## config.mk

```make
export PLATFORM = sky130hd
export DESIGN_NAME = data_ram_arbiter
export DESIGN_NICKNAME = d
export VERILOG_FILES = /design/src/rtl/data_ram_arbiter_pkg.sv /design/src/rtl/data_ram_arbiter.sv
export SDC_FILE = /design/constraint.sdc
export NUM_CORES = 1
export LEC_CHECK = 0
export CORE_AREA = 2 2 123 125
export CTS_BUF_LIST = sky130_fd_sc_hd__clkbuf_16
export CTS_CLUSTER_DIAMETER = 150
export DETAILED_ROUTE_END_ITERATION = 8
export DIE_AREA = 0 0 125 127
export PLACE_DENSITY = 0.67
export SLEW_MARGIN = 20
export SYNTH_ARGS = -nofsm -noshare
export SYNTH_HDL_FRONTEND = slang
export SYNTH_SLANG_ARGS = --single-unit
```

## constraint.sdc

```tcl
create_clock -name clk -period 5.11 [get_ports clk]
set_input_delay 1.022 -clock clk [delete_from_list [all_inputs] [get_ports clk]]
set_output_delay 1.022 -clock clk [all_outputs]
set_load 0.005 [all_outputs]
```

## src/rtl/data_ram_arbiter_pkg.sv

```systemverilog
// Shared definitions for the data RAM arbiter: FSM encoding and
// default fairness/lock limits.
package data_ram_arbiter_pkg;

    typedef enum logic {
        ARB_IDLE   = 1'b0,
        ARB_LOCKED = 1'b1
    } arb_state_e;

    localparam int DEF_MAX_WAIT = 8;
    localparam int DEF_LOCK_MAX = 16;

endpackage

```

## src/rtl/data_ram_arbiter.sv

```systemverilog
// Two-master arbiter in front of the data RAM: core LSU (m0) has priority,
// DMA/debug (m1) gets an anti-starvation boost and bounded locked bursts.
module data_ram_arbiter
    import data_ram_arbiter_pkg::*;
#(
    parameter int MAX_WAIT = DEF_MAX_WAIT,
    parameter int LOCK_MAX = DEF_LOCK_MAX
) (
    input  logic        clk,
    input  logic        rst_n,
    input  logic        m0_req,
    input  logic        m0_we,
    input  logic [31:0] m0_addr,
    input  logic [3:0]  m0_sel,
    input  logic [31:0] m0_wdata,
    output logic        m0_gnt,
    output logic        m0_rvalid,
    output logic [31:0] m0_rdata,
    input  logic        m1_req,
    input  logic        m1_we,
    input  logic [31:0] m1_addr,
    input  logic [3:0]  m1_sel,
    input  logic [31:0] m1_wdata,
    input  logic        m1_lock,
    output logic        m1_gnt,
    output logic        m1_rvalid,
    output logic [31:0] m1_rdata,
    output logic        ram_ce,
    output logic        ram_we,
    output logic [31:0] ram_addr,
    output logic [3:0]  ram_sel,
    output logic [31:0] ram_wdata,
    input  logic [31:0] ram_rdata
);

    localparam logic [3:0] WAIT_TOP = 4'(MAX_WAIT);
    localparam logic [4:0] LOCK_TOP = 5'(LOCK_MAX);

    arb_state_e  state_q, state_d;
    logic [3:0]  wait_q, wait_d;
    logic [4:0]  lock_q, lock_d;
    logic [4:0]  lock_inc;
    logic        force_q, force_d;
    logic        rv0_q, rv1_q;
    logic [31:0] rd0_q, rd0_d;
    logic [31:0] rd1_q, rd1_d;

    // force_q gives m0 the first slot after a forced lock release
    always_comb begin
        m0_gnt = 1'b0;
        m1_gnt = 1'b0;
        if (rst_n) begin
            unique case (state_q)
                ARB_IDLE: begin
                    if (m0_req && m1_req) begin
                        if (!force_q && wait_q == WAIT_TOP) m1_gnt = 1'b1;
                        else                                m0_gnt = 1'b1;
                    end else begin
                        m0_gnt = m0_req;
                        m1_gnt = m1_req;
                    end
                end
                ARB_LOCKED: m1_gnt = m1_req;
            endcase
        end
    end

    always_comb begin
        ram_ce    = m0_gnt | m1_gnt;
        ram_we    = 1'b0;
        ram_addr  = '0;
        ram_sel   = '0;
        ram_wdata = '0;
        if (m0_gnt) begin
            ram_we    = m0_we;
            ram_addr  = m0_addr;
            ram_sel   = m0_sel;
            ram_wdata = m0_wdata;
        end else if (m1_gnt) begin
            ram_we    = m1_we;
            ram_addr  = m1_addr;
            ram_sel   = m1_sel;
            ram_wdata = m1_wdata;
        end
    end

    assign lock_inc = lock_q + 5'd1;

    always_comb begin
        state_d = state_q;
        wait_d  = wait_q;
        lock_d  = lock_q;
        force_d = 1'b0;
        if (m1_gnt)                         wait_d = '0;
        else if (m1_req && wait_q != WAIT_TOP) wait_d = wait_q + 4'd1;
        unique case (state_q)
            ARB_IDLE: begin
                if (m1_gnt && m1_lock) begin
                    state_d = ARB_LOCKED;
                    lock_d  = 5'd1;
                end
            end
            ARB_LOCKED: begin
                if (!m1_req) begin
                    state_d = ARB_IDLE;
                end else if (lock_inc == LOCK_TOP) begin
                    state_d = ARB_IDLE;
                    force_d = 1'b1;
                    lock_d  = '0;
                end else begin
                    lock_d = lock_inc;
                    if (!m1_lock) state_d = ARB_IDLE;
                end
            end
        endcase
    end

    always_comb begin
        rd0_d = rd0_q;
        rd1_d = rd1_q;
        if (m0_gnt) rd0_d = m0_we ? 32'd0 : ram_rdata;
        if (m1_gnt) rd1_d = m1_we ? 32'd0 : ram_rdata;
    end

    always_ff @(posedge clk) begin
        if (!rst_n) begin
            state_q <= ARB_IDLE;
            wait_q  <= '0;
            lock_q  <= '0;
            force_q <= 1'b0;
            rv0_q   <= 1'b0;
            rv1_q   <= 1'b0;
            rd0_q   <= '0;
            rd1_q   <= '0;
        end else begin
            state_q <= state_d;
            wait_q  <= wait_d;
            lock_q  <= lock_d;
            force_q <= force_d;
            rv0_q   <= m0_gnt;
            rv1_q   <= m1_gnt;
            rd0_q   <= rd0_d;
            rd1_q   <= rd1_d;
        end
    end

    assign m0_rvalid = rv0_q;
    assign m1_rvalid = rv1_q;
    assign m0_rdata  = rd0_q;
    assign m1_rdata  = rd1_q;

endmodule

```

==> results.json <==
{
  "crit_type": "input pin to output port",
  "synth_common_cells": "a22o_1, dfxtp_1, nand3_1",
  "slowest_delay_ns": 0.76,
  "synth_area_leaders": "dfxtp_1, a22o_1, buf_6, nand2b_1, nand3_1",
  "cp_common_cell": "clkdlybuf4s50_1",
  "cp_slowest_cell": "clkdlybuf4s50_1",
  "first_pass_iters": 4,
  "synthSimpleGateAreaFrac": 0.183,
  "via_count": 4302,
  "regToRegSetupSlack_ns": 2.98,
  "r2r_end": "m1_rdata[21]$_SDFFE_PN0N_",
  "r2r_cells": 6,
  "cp-endpoint": "ram_wdata[29]",
  "tightest_slew_ns": 1.03,
  "synth_cells": 394,
  "synth.cell_area_mm2": 0.00382,
  "peakVddDrop_v": 0.000170,
  "grt.overflow.total": 0,
  "clk_pin_slew_ns": 0.06,
  "tns_ns": 0,
  "grt_pass1_vias": 4252,
  "endpoint_kind": "output port",
  "arrival_ns": 3.45,
  "drt_iter0_drc": 280,
  "synth-seq-cells": 77,
  "min_period_ns": 4.47,
  "status": "finished clean",
  "stdcell_count": 876,
  "path_max_fanout": 71,
  "dpl_cell_area_mm2": 0.00693,
  "max-cap-violations": 0,
  "hpwl_um": 14200,
  "nNetsFinal": 862,
  "path_cells": "clkdlybuf4s50_1 -> inv_2 -> o311ai_4 -> inv_4 -> a22o_1 -> clkdlybuf4s50_1",
  "drv_slew": 0,
  "cp-startpoint": "m1_req",
  "final_area_mm2": 0.00728,
  "post_cts_buffers": 0,
  "finalSetupViolCount": 0,
  "hold_viol": 0,
  "groute.usage.overall": 0.218,
  "htree_levels": 3,
  "numCtsBuffers": 9,
  "fin_worst_skew_ns": 0.00439,
  "power.density_mw_per_mm2": 238,
  "synth_top_family_by_area": "compound AO/OA/AOI/OAI gates",
  "dp.cells": 856,
  "area_growth_pct": 90.3,
  "placementRows": 44,
  "yosys.area.top_type": "dfxtp_1",
  "yosys_warnings": 0,
  "timing.final.crit_share": 0.875,
  "grt_max_degree": 72,
  "rsz0062_at_grt": "false",
  "start_kind": "input pin",
  "grt_pass1_wl_um": 26500,
  "wl_per_cell_um": 20.8,
  "reg2reg_from": "wait_q[0]$_SDFFE_PP0P_",
  "clockBufferDepth": 2,
  "dieWidth_um": 125,
  "avgSynthCellArea_um2": 9.71,
  "synth_top_cell_area_share": 0.403,
  "ys_seq_area_frac": 0.403,
  "cts_tree": "yes",
  "cts_resized": 0,
  "core-area_mm2": 0.0144,
  "synth_fa_ha_area_frac": 0.00981,
  "synth_flop_cell": "dfxtp_1",
  "timing.fmax_mhz": 224,
  "critPathRequiredTime_ns": 4.09,
  "top_level_ports": 313,
  "cts.sinks": 77,
  "drive_gt1_frac": 0.0464,
  "die-area_mm2": 0.0159,
  "start_util": 0.265,
  "drt-total-wl_um": 18200,
  "synthMuxAreaShare": 0.00262,
  "antenna_left": 0,
  "synth_edf_count": 0,
  "clock-root-buffer": "clkbuf_16",
  "maxSlewHeadroom": 0.311,
  "yosysMostFrequentCell": "a22o_1",
  "critPathTopFamily": "buffers and inverters",
  "hold_buffers": 0,
  "die_height_um": 127,
  "ys_types": 45,
  "portBuffers": 312,
  "p_leak_nw": 2.71,
  "synth_compound_area_frac": 0.309,
  "synth_xor_area_frac": 0.00916,
  "synthArstFlopShare": 0,
  "synthesis.nets": 572,
  "drc": 0,
  "hold_class": "flop to flop",
  "antenna_found_initial": 4,
  "critical_path_buf_inv_count": 4,
  "clk_latency_ns": 0.34,
  "path_depth": 6,
  "vias_per_cell": 4.91,
  "gp_congestion": 0.976
}
[power breakdown]
part | internal, mW | switching, mW
Combinational | 0.265 | 0.144
Clock | 0.430 | 0.258
Sequential | 0.624 | 0.0132
Total | 1.32 | 0.415
[cell usage in the layout, fill, tap and decap left out, types with 4 or more instances in the layout]
cell type / instances
clkdlybuf4s50_1: 311
or3b_1: 7
clkbuf_16: 9
nand2_1: 16
a21oi_1: 4
a21boi_0: 6
o21ai_0: 33
buf_4: 4
nand3_1: 38
dfxtp_1: 77
a22o_1: 94
nor2b_1: 4
nand2b_1: 32
[area by class of cell]
class,count,area [um^2]
antenna,3,7.51
clock buffer,9,225
clock inverter,7,97.6
fill,1325,7150
inverter,5,21.3
multi-input combinational,273,1970
sequential,77,1540
tap,184,230
timing repair buffer,318,3180
[kinds of logic (layout without fill, tap and decap cells)]
kind of cell	count (synthesis)	in the layout
AO/OA/AOI/OAI	149	149
XOR/XNOR	4	4
adder cells (fa/ha/maj)	3	3
buffers and inverters	44	339
flip-flops	77	77
multiplexers	1	1
other	0	3
AND/OR/NAND/NOR	116	116
[layer usage]
layer	GRT usage	up-vias	wire, um
met3	0.0762	29	1510
li1	-	2057	-
met1	0.259	2022	7410
met5	0	-	0
met4	0.0830	0	503
met2	0.364	194	8780
[tightest hold or removal path: cells and delay by family (launching register included)]
| family | cells | cell delay (ns) |
|---|---|---|
| simple gates | 1 | 0.05 |
| compound gates | 1 | 0.06 |
| flops | 1 | 0.31 |
[flip-flops by register name, summed over array words and instances (netlist names)]
| name | cells |
|---|---|
| force_q | 1 |
| lock_q | 5 |
| m0_rdata | 32 |
| m0_rvalid | 1 |
| m1_rdata | 32 |
| m1_rvalid | 1 |
| state_q | 1 |
| wait_q | 4 |
[per-stage QoR]
stage	setup slack [ns]	total power, mW	hold WS (ns)	util
2_1_floorplan	2.09	0.779	0.447	-
3_3_place_gp	0.718	1.05	0.446	0.481
3_5_place_dp	0.669	1.06	0.456	0.481
4_1_cts	0.650	1.75	0.475	0.503
5_1_grt	0.528	1.81	0.492	0.504
6_report	0.637	1.73	0.467	0.505
[worst min-delay path by stage]
| stage | end | from | cells past startpoint |
|---|---|---|---|
| floorplan | m1_rdata[13]$_SDFFE_PN0N_ | m1_rdata[13]$_SDFFE_PN0N_ | 2 |
| global placement | m1_rdata[13]$_SDFFE_PN0N_ | m1_rdata[13]$_SDFFE_PN0N_ | 2 |
| detailed placement | m1_rdata[4]$_SDFFE_PN0N_ | m1_rdata[4]$_SDFFE_PN0N_ | 1 |
| CTS | m1_rdata[6]$_SDFFE_PN0N_ | m1_rdata[6]$_SDFFE_PN0N_ | 2 |
| global route | m0_rdata[28]$_SDFFE_PN0P_ | m0_rdata[28]$_SDFFE_PN0P_ | 2 |
| finish | m1_rdata[6]$_SDFFE_PN0N_ | m1_rdata[6]$_SDFFE_PN0N_ | 2 |
Note: power is estimated with default switching activity, not from simulation.
